$ cat config.mk
export PLATFORM = sky130hd
export DESIGN_NAME = tmp_readout
export DESIGN_NICKNAME = d
export VERILOG_FILES = /design/src/rtl/tmp_readout.sv
export SDC_FILE = /design/constraint.sdc
export NUM_CORES = 1
export LEC_CHECK = 0
export CAP_MARGIN = 15
export CORE_ASPECT_RATIO = 1.4
export CORE_MARGIN = 4
export CORE_UTILIZATION = 50
export CTS_CLUSTER_SIZE = 40
export DETAILED_ROUTE_END_ITERATION = 12
export GPL_ROUTABILITY_DRIVEN = 0
export GPL_TIMING_DRIVEN = 0
export HOLD_SLACK_MARGIN = 0.08
export PLACE_DENSITY = 0.82
export SYNTH_ARGS = -nofsm -noshare
export SYNTH_HDL_FRONTEND = slang
export SYNTH_SLANG_ARGS = --single-unit
$ cat constraint.sdc
create_clock -name clk -period 2.96 [get_ports clk]
set_input_delay 0.444 -clock clk [delete_from_list [all_inputs] [get_ports clk]]
set_output_delay 0.444 -clock clk [all_outputs]
set_load 0.005 [all_outputs]
$ cat src/rtl/tmp_readout.sv
// Temperature sensor readout: counts sink/source toggles between phase markers and emits a signed code.
// Optional windowed averaging is enabled with macro TMP_READOUT_AVG_EN.
module tmp_readout #(
  parameter int CNT_W    = 8,
  parameter int AVG_LOG2 = 2
) (
  input  logic               clk,
  input  logic               reset,
  input  logic               PA,
  input  logic               PB,
  input  logic               PC,
  input  logic               PD,
  input  logic               snk,
  input  logic               src_n,
  input  logic               preChrg,
  output logic [CNT_W:0]     code,
  output logic               code_valid,
  input  logic               code_ready,
  output logic               ovf,
  output logic               sat
);

  localparam int CODE_W = CNT_W + 1;

  localparam logic [0:0] ST_SYNC = 1'b0;
  localparam logic [0:0] ST_ACQ  = 1'b1;

  if (CNT_W < 1 || AVG_LOG2 < 0) begin : g_param_chk
    $error("tmp_readout: CNT_W must be >= 1 and AVG_LOG2 >= 0");
  end

  logic pa_q, pb_q, pc_q, pd_q, snk_q, src_n_q, pre_q;
  logic snk_prev_q, src_n_prev_q, marker_prev_q;
  logic [0:0] state_q, state_d;
  logic [CNT_W-1:0] up_cnt_q, up_cnt_d, dn_cnt_q, dn_cnt_d;
  logic [CNT_W-1:0] up_now, dn_now;
  logic [CODE_W-1:0] code_q, code_d;
  logic code_valid_q, code_valid_d;
  logic ovf_q, ovf_d, sat_q, sat_d;

  logic marker, marker_rise;
  logic up_inc, dn_inc, sat_hit;
  logic signed [CODE_W-1:0] win_res;
  logic win_res_vld;
  logic res_vld;
  logic [CODE_W-1:0] res_code;

  // Stage 1: edge detection and toggle counting on the registered inputs
  always_comb begin
    marker      = pb_q & pc_q & pd_q & ~pa_q;
    marker_rise = marker & ~marker_prev_q;
    up_inc      = (state_q == ST_ACQ) & (src_n_q ^ src_n_prev_q) & ~pre_q;
    dn_inc      = (state_q == ST_ACQ) & (snk_q ^ snk_prev_q) & ~pre_q;
    sat_hit     = (up_inc & (&up_cnt_q)) | (dn_inc & (&dn_cnt_q));
    up_now      = (up_inc && !(&up_cnt_q)) ? up_cnt_q + CNT_W'(1) : up_cnt_q;
    dn_now      = (dn_inc && !(&dn_cnt_q)) ? dn_cnt_q + CNT_W'(1) : dn_cnt_q;
    win_res     = $signed({1'b0, up_now}) - $signed({1'b0, dn_now});
  end

  always_comb begin
    state_d     = state_q;
    up_cnt_d    = up_now;
    dn_cnt_d    = dn_now;
    win_res_vld = 1'b0;
    if (pre_q) begin
      state_d  = ST_SYNC;
      up_cnt_d = '0;
      dn_cnt_d = '0;
    end else if (state_q == ST_SYNC) begin
      up_cnt_d = '0;
      dn_cnt_d = '0;
      if (marker_rise) state_d = ST_ACQ;
    end else if (marker_rise) begin
      win_res_vld = 1'b1;
      up_cnt_d    = '0;
      dn_cnt_d    = '0;
    end
  end

`ifdef TMP_READOUT_AVG_EN
  localparam int ACC_W = CODE_W + AVG_LOG2;
  localparam int WIN_W = AVG_LOG2 + 1;
  localparam logic [WIN_W-1:0] WIN_LAST = WIN_W'((1 << AVG_LOG2) - 1);

  logic signed [ACC_W-1:0] acc_q, acc_d, acc_sum, acc_shr;
  logic [WIN_W-1:0] win_cnt_q, win_cnt_d;

  // Stage 2: accumulate window results and emit the mean every 2^AVG_LOG2 windows
  always_comb begin
    acc_sum   = acc_q + ACC_W'(win_res);
    acc_shr   = acc_sum >>> AVG_LOG2;
    acc_d     = acc_q;
    win_cnt_d = win_cnt_q;
    res_vld   = 1'b0;
    res_code  = acc_shr[CODE_W-1:0];
    if (pre_q) begin
      acc_d     = '0;
      win_cnt_d = '0;
    end else if (win_res_vld) begin
      if (win_cnt_q == WIN_LAST) begin
        res_vld   = 1'b1;
        acc_d     = '0;
        win_cnt_d = '0;
      end else begin
        acc_d     = acc_sum;
        win_cnt_d = win_cnt_q + WIN_W'(1);
      end
    end
  end

  always_ff @(posedge clk) begin
    if (reset) begin
      acc_q     <= '0;
      win_cnt_q <= '0;
    end else begin
      acc_q     <= acc_d;
      win_cnt_q <= win_cnt_d;
    end
  end
`else
  always_comb begin
    res_vld  = win_res_vld;
    res_code = win_res;
  end
`endif

  // Stage 3: output register with valid/ready hold and drop-on-full
  always_comb begin
    code_d       = code_q;
    code_valid_d = code_valid_q;
    ovf_d        = ovf_q;
    sat_d        = sat_q | sat_hit;
    if (res_vld) begin
      if (!code_valid_q || code_ready) begin
        code_d       = res_code;
        code_valid_d = 1'b1;
      end else begin
        ovf_d = 1'b1;
      end
    end else if (code_valid_q && code_ready) begin
      code_valid_d = 1'b0;
    end
  end

  always_ff @(posedge clk) begin
    if (reset) begin
      pa_q          <= 1'b0;
      pb_q          <= 1'b0;
      pc_q          <= 1'b0;
      pd_q          <= 1'b0;
      snk_q         <= 1'b0;
      src_n_q       <= 1'b0;
      pre_q         <= 1'b0;
      snk_prev_q    <= 1'b0;
      src_n_prev_q  <= 1'b0;
      marker_prev_q <= 1'b0;
      state_q       <= ST_SYNC;
      up_cnt_q      <= '0;
      dn_cnt_q      <= '0;
      code_q        <= '0;
      code_valid_q  <= 1'b0;
      ovf_q         <= 1'b0;
      sat_q         <= 1'b0;
    end else begin
      pa_q          <= PA;
      pb_q          <= PB;
      pc_q          <= PC;
      pd_q          <= PD;
      snk_q         <= snk;
      src_n_q       <= src_n;
      pre_q         <= preChrg;
      snk_prev_q    <= snk_q;
      src_n_prev_q  <= src_n_q;
      marker_prev_q <= marker;
      state_q       <= state_d;
      up_cnt_q      <= up_cnt_d;
      dn_cnt_q      <= dn_cnt_d;
      code_q        <= code_d;
      code_valid_q  <= code_valid_d;
      ovf_q         <= ovf_d;
      sat_q         <= sat_d;
    end
  end

  assign code       = code_q;
  assign code_valid = code_valid_q;
  assign ovf        = ovf_q;
  assign sat        = sat_q;

endmodule

==> summary.md, run 1 <==
| Metric | Value |
|---|---|
| Nets | `271` |
| Clock H-tree levels | `2` |
| Synth warn | `0` |
| Main synth FF type | `dfxtp_1` |
| P_leak | `about 0.9 nW` |
| Highest Clock Rate | `343 MHz` |
| Final TNS setup | `0 ns` |
| Least-Margin Pin Slew | `roughly 0.6 ns` |
| FF-to-FF setup slack | `0.04 ns` |
| Port bufs | `20` |
| Yosys top cell by area | `dfxtp_1` |
| Crit path kind | `register to register` |
| Post-Syn Area | `0.00193 mm²` |
| CP Launch Type | `register` |
| Slowest cell on the critical path | `dfxtp_2` |
| ANT cells | `0` |
| Async SR Flop Fraction | `0%` |
| Max-slew violations | `0` |
| Min cycle time layout | `slightly below 3 ns` |
| Area of the multi-input gates | `~0.0012 mm²` |
| Total congestion overflow | `0` |
| Hold buffer count at CTS | `0` |
| Worst hold stages | `2` |
| Netlist cell types | `43` |
| Hold WC Path Type | `register to register` |
| WHS Endpoint | `code[2]` |
| Clk root buf | `clkbuf_8` |
| Share of the yosys chip area belonging to registers | `40.5%` |
| Core area | `between 0.003 and 0.004 mm²` |
| Hold Crit Start | `code[2]` |
| Vias | `approximately 1700` |
| Final period utilization | `between 90% and 100%` |
| Post-synth EDFFs | `0` |
| Reg2Reg Depth | `13` |
| Largest net degree at the start of global routing | `14` |
| Critical Path RT | `between 3 and 4 ns` |
| WP buf/inv | `3` |
| Final setup vio count | `0` |
| Chip width | `about 61 µm` |
| Power Density | `roughly 430 mW/mm²` |
| Final WL | `roughly 4700 µm` |
| Initial antenna violation count | `0` |
| Fill count | `260` |
| Nature of the critical path endpoint | `register` |
| First-pass GRT wire length | `6960 µm` |
| Pwr Total | `around 1.1 mW` |
| CP cell instances | `and3_4 -> nand3_4 -> o211ai_1 -> buf_4 -> mux2i_2 -> inv_1 -> ha_1 -> a21o_1 -> maj3_2 -> a211oi_4 -> buf_4 -> o21a_1 -> o211ai_1` |
| Area grow syn2layout | `31.8%` |
| Mapped Nets | `~230` |
| Top cell family by delay on the critical path | `compound AO/OA/AOI/OAI gates` |
| Synth top area cells | `dfxtp_1 (40%), xnor2_1 (5.4%), ha_1 (5.2%)` |
| Outcome | `complete, no violations` |
| DRC violations left | `0` |
| Number of flip-flops in the largest register | `9` |
| Worst reg2reg path startpoint | `up_cnt_q[4]` |
| GRT Total Usage | `about a fifth` |
| Syn Inst Count | `208` |
| Number of max-cap violations | `0` |
| CP max FO | `4` |
| CP arrival | `a little over 3 ns` |
| Post-DR vias/cell | `5.63` |
| Reg area | `about 790 µm²` |
| TritonCTS Sinks | `39` |
| Rel. slew slack | `a little under 60%` |
| Worst skew pair latency | `roughly 0.30 ns` |
| Reg2reg end | `code[7]` |
| Antenna Nets Post-Route | `0` |
| Clock Path Buffers | `2` |
| Worst Setup SP | `up_cnt_q[4]` |
| Die Ht | `between 80 and 90 µm` |
| Peak supply drop | `between 0.4 and 0.5 mV` |
| Die area | `between 0.004 and 0.005 mm²` |
| Io pins | `22` |
| Initial Util | `a little over half` |
| Yosys reg bits | `39` |
| CTS Buf Count | `5` |
| Iter 0 DRT Violations | `57` |
| Drt wl/cell | `16.0 µm` |
| Max stage delay on crit path | `approximately 0.35 ns` |
| CTS tree | `yes` |
| Reg clk slew, reported paths | `about 0.08 ns` |
| Hold Fails Final Rpt | `0` |
| Clock Skew | `0.00692 ns` |
| Synth top area share | `between 40% and 50%` |
| Synth top cells by count | `dfxtp_1 (39), nor2_1 (24), nor2b_1 (15)` |
| Pre-Repair DR Iteration Count | `4` |
| # rows | `26` |
| Share of cells above drive strength 1 | `around a quarter` |
| HPWL after DPL | `2870 µm` |
| Vias in the first global route | `1554` |
| Avg Inst Size Synth | `between 9 and 10 µm²` |
| Most frequent cell after synthesis | `dfxtp_1` |
-- power breakdown --
part | switching [mW] | internal, mW | total, mW
Clock | 0.194 | 0.336 | 0.530
Sequential | 0.00378 | 0.530 | 0.533
Combinational | 0.0157 | 0.0181 | 0.0338
Total | 0.213 | 0.884 | 1.10
-- routing by layer --
| metal | vias to the layer above | GRT usage, % | part of all wire (%) |
|---|---|---|---|
| met2 | 40 | 33.0 | 54 |
| met4 | 0 | 11.1 | 3.1 |
| met5 | - | 0 | 0 |
| met3 | 14 | 5.35 | 3.6 |
| li1 | 806 | - | - |
| met1 | 801 | 20.6 | 40 |
-- tightest hold or removal path, delay by kind of cell, from the launching register on --
family	cells	cell delay [ns]
DFF	1	0.31
and+or+nand+nor	1	0.05
AOI/OAI and AO/OA	1	0.05
-- stage by stage --
| stage | hold slack (ns) | instance area (µm²) | util (%) | worst slack (ns) | instances |
|---|---|---|---|---|---|
| finish | 0.458 | 2540 | 69.2 | 0.0436 | 295 |
| global placement | 0.439 | 2180 | 59.4 | -0.287 | 270 |
| global route | 0.491 | 2540 | 69.2 | -0.0644 | 295 |
| CTS | 0.458 | 2410 | 65.7 | 0.00397 | 283 |
| detailed placement | 0.446 | 2180 | 59.4 | -0.314 | 270 |
| floorplan | 0.426 | 1930 | - | 0.0241 | 208 |
-- layout make-up --
class                           count  share of cell area [%]
Timing Repair Buffer               37                    12.9
Clock inverter                      3                    2.66
Sequential cell                    39                    31.2
Buffer                              7                    1.03
Inverter                           13                    1.92
Clock buffer                        5                    2.71
Tap cell                           42                    2.07
Multi-Input combinational cell    149                    45.5
-- worst max path at each step --
| stage | endpoint | depth (start not counted) |
|---|---|---|
| 3_5_place_dp | code[5] | 11 |
| 6_report | code[7] | 13 |
| 5_1_grt | code[7] | 13 |
| 3_3_place_gp | code[5] | 11 |
| 2_1_floorplan | code[5] | 11 |
| 4_1_cts | code[6] | 12 |
-- timing repair --
item / CTS / global route
resized for setup: 13 / 12
pin swaps: 5 / 11
setup endpoints to repair: 4 / 5
gates cloned: 0 / 0
buffers inserted: 5 / 12
-- cell usage in the layout, fill, tap and decap left out, types with 2 or more instances in the layout --
master | synthesis | layout
nor3_2 | 2 | 2
nand3_1 | 12 | 10
dfxtp_1 | 39 | 30
a211oi_1 | 3 | 3
nand2b_1 | 2 | 2
ha_1 | 8 | 7
clkbuf_1 | 7 | 7
buf_4 | 0 | 17
and3_4 | 0 | 2
nor4_2 | 2 | 4
a31oi_1 | 5 | 5
mux2i_1 | 4 | 2
inv_1 | 13 | 13
mux2i_2 | 0 | 2
maj3_2 | 2 | 2
or3_1 | 4 | 4
and3_1 | 4 | 2
o211ai_1 | 4 | 4
xnor2_1 | 12 | 12
bufinv_16 | 0 | 2
dfxtp_2 | 0 | 8
a21oi_1 | 7 | 6
clkbuf_8 | 0 | 5
a21o_1 | 2 | 2
a21oi_2 | 1 | 2
nand2_1 | 6 | 6
nor2b_1 | 15 | 15
nor2_1 | 24 | 24
xor2_1 | 7 | 6
clkdlybuf4s50_1 | 0 | 20
-- kinds of logic after synthesis --
| kind of cell | after synthesis | share of synthesized area [%] |
|---|---|---|
| flops | 39 | 40.5 |
| xor+xnor | 19 | 8.63 |
| mux | 4 | 2.08 |
| buf+inv | 20 | 3.89 |
| compound gates | 33 | 13.6 |
| fa+ha+maj | 11 | 7.39 |
| simple gates | 82 | 23.9 |
Note: power is estimated with default switching activity, not from simulation.
==> run 2, diff against run 1 <==
--- a/config.mk
+++ b/config.mk
@@ -14,6 +14,7 @@
 export GPL_ROUTABILITY_DRIVEN = 0
 export GPL_TIMING_DRIVEN = 0
 export HOLD_SLACK_MARGIN = 0.08
+export MAX_ROUTING_LAYER = met4
 export PLACE_DENSITY = 0.82
 export SYNTH_ARGS = -nofsm -noshare
 export SYNTH_HDL_FRONTEND = slang
==> run 2 against run 1 <==
Total power hardly changed. Final cell count stayed put. Critical path depth stayed put. Sequential share of layout area stayed put. Sequential power hardly changed. Largest cell class unchanged. Clock skew is 0.0011 ns higher. Via count is 1.1% higher. Global-route usage is 0.50 points higher.
==> summary.md, run 2 (synthesis gave the netlist of run 1 again) <==
| Metric | Value |
|---|---|
| CP max FO | `4 (unchanged)` |
| Worst hold stages | `2 (unchanged)` |
| Initial antenna violation count | `0 (unchanged)` |
| Clk root buf | `clkbuf_8` |
| Least-Margin Pin Slew | `0.600 ns (+0.00724 ns)` |
| CTS tree | `yes` |
| ANT cells | `0 (unchanged)` |
| Outcome | `complete, no violations` |
| CTS Buf Count | `5 (unchanged)` |
| Chip width | `60.5 µm (unchanged)` |
| Initial Util | `52.5% (unchanged)` |
| Hold Fails Final Rpt | `0 (unchanged)` |
| Max-slew violations | `0 (unchanged)` |
| Iter 0 DRT Violations | `69 (+21%)` |
| Peak supply drop | `0.472 mV (+0.12%)` |
| P_leak | `0.898 nW (unchanged)` |
| Vias | `1679 (+1.1%)` |
| Reg clk slew, reported paths | `0.08 ns (about the same)` |
| Drt wl/cell | `16.1 µm (+0.66%)` |
| GRT Total Usage | `19.7% (+0.50 points)` |
| M2 GR Usage | `33.2% (+0.22 points)` |
| Pre-Repair DR Iteration Count | `4 (unchanged)` |
| Worst reg2reg path startpoint | `up_cnt_q[4]` |
| Die area | `0.00493 mm² (unchanged)` |
| Final Non-Filler Cells | `295 (unchanged)` |
| Nature of the critical path endpoint | `register` |
| FF-to-FF setup slack | `0.05 ns (about the same)` |
| Clock Path Buffers | `2 (unchanged)` |
| Reg2reg end | `code[7]` |
| Hold WC Path Type | `register to register` |
| Antenna Nets Post-Route | `0 (unchanged)` |
| Worst skew pair latency | `0.30 ns (about the same)` |
| Final TNS setup | `0 ns (unchanged)` |
| TritonCTS Sinks | `39 (unchanged)` |
| Number of max-cap violations | `0 (unchanged)` |
| Clock H-tree levels | `2 (unchanged)` |
| Met1 GRT Util | `20.4% (-0.29 points)` |
| Die Ht | `81.5 µm (unchanged)` |
| First-pass GRT wire length | `6930 µm (-0.40%)` |
| Power Density | `431 mW/mm² (about the same)` |
| Placed Cells | `270 (unchanged)` |
| Crit path kind | `register to register` |
| # rows | `26 (unchanged)` |
| CP arrival | `3.10 ns (about the same)` |
| Vias in the first global route | `1554 (unchanged)` |
| Reg2Reg Depth | `13 (unchanged)` |
| Most frequent cells in the layout | `dfxtp_1 (30), nor2_1 (24), clkdlybuf4s50_1 (20), buf_4 (17), nor2b_1 (15)` |
| Layout Utilization | `69.2% (unchanged)` |
| WHS Endpoint | `code[2]` |
| Hold Crit Start | `code[2]` |
| Final setup vio count | `0 (unchanged)` |
| Post-DR vias/cell | `5.69 (+1.1%)` |
| Nets | `271 (unchanged)` |
| Area grow syn2layout | `31.8% (unchanged)` |
| Final period utilization | `98.2% (-0.29 points)` |
| GR peak layer | `met2` |
| Min cycle time layout | `2.91 ns (-0.00851 ns)` |
| DRC violations left | `0 (unchanged)` |
| Critical Path RT | `3.15 ns (about the same)` |
| HPWL after DPL | `2870 µm (unchanged)` |
| Port bufs | `20 (unchanged)` |
| Share of cells above drive strength 1 | `24.5% (unchanged)` |
| Total congestion overflow | `0 (unchanged)` |
| CP Launch Type | `register` |
| Largest net degree at the start of global routing | `14 (unchanged)` |
| Highest Clock Rate | `344 MHz (+0.29%)` |
| Io pins | `22 (unchanged)` |
| Core area | `0.00368 mm² (unchanged)` |
| Met3 Track Usage GR | `5.35% (unchanged)` |
| Number of flip-flops in the largest register | `9 (unchanged)` |
| Final WL | `4750 µm (+0.66%)` |
| Commonest non-fill, non-tap cell in the layout | `dfxtp_1` |
| Rel. slew slack | `58.8% (-0.50 points)` |
| Clock Skew | `0.00803 ns (+0.00111 ns)` |
[run 2: cell counts in the layout (fill, tap and decap cells not counted)]
No cell type changed its count.
[run 2: worst max path at each step]
| stage | start | end | cells past startpoint |
|---|---|---|---|
| floorplan | up_cnt_q[5] | code[5] | 11 |
| global placement | up_cnt_q[5] | code[5] | 11 |
| detailed placement | up_cnt_q[5] | code[5] | 11 |
| CTS | up_cnt_q[5] | code[6] | 12 |
| global route | up_cnt_q[4] | code[7] | 13 |
| finish | up_cnt_q[4] | code[7] | 13 |
[run 2: what timing repair did]
item | 4_1_cts | 5_1_grt
hold buffers | 0 | 0
gates cloned | 0 | 0
setup endpoints to repair | 4 | 5
buffers inserted | 5 | 12
pin swaps | 5 | 11
resized for setup | 13 | 12
[run 2: final cells by class]
cell class,instances,area [µm²]
Inverter,13,48.8
Sequential cell,39,795
Fill cell,260,1130
Clock inverter,3,67.6
Clock buffer,5,68.8
Multi-Input combinational cell,149,1160
Timing Repair Buffer,37,328
Buffer,7,26.3
Tap cell,42,52.6
[run 2: per-layer routing]
metal / part of all wire [%] / vias up
met5: 0 / -
met4: 3.1 / 0
met3: 4.1 / 14
met2: 54 / 52
met1: 39 / 808
li1: - / 805
[run 2: through the flow]
stage	worst slack (ns)	total power [mW]	cell area (µm²)	hold WS [ns]
5_1_grt	-0.0674	1.13	2540	0.491
3_3_place_gp	-0.287	0.578	2180	0.439
3_5_place_dp	-0.314	0.579	2180	0.446
2_1_floorplan	0.0241	0.564	1930	0.426
4_1_cts	0.00397	1.10	2410	0.458
6_report	0.0521	1.10	2540	0.459
[run 2: critical path, cell delays in order, from the launching register on]
cell and delay, ns:
dfxtp_2 0.35, and3_4 0.22, nand3_4 0.10, o211ai_1 0.24, buf_4 0.16, mux2i_2 0.23, inv_1 0.07, ha_1 0.29
a21o_1 0.20, maj3_2 0.34, a211oi_4 0.24, buf_4 0.16, o21a_1 0.12, o211ai_1 0.09
[run 2: report_power, final]
| part | switching [mW] | total (mW) | internal (mW) |
|---|---|---|---|
| Combinational | 0.0157 | 0.0337 | 0.0181 |
| Sequential | 0.00385 | 0.533 | 0.530 |
| Clock | 0.193 | 0.529 | 0.336 |
| Total | 0.213 | 1.10 | 0.884 |
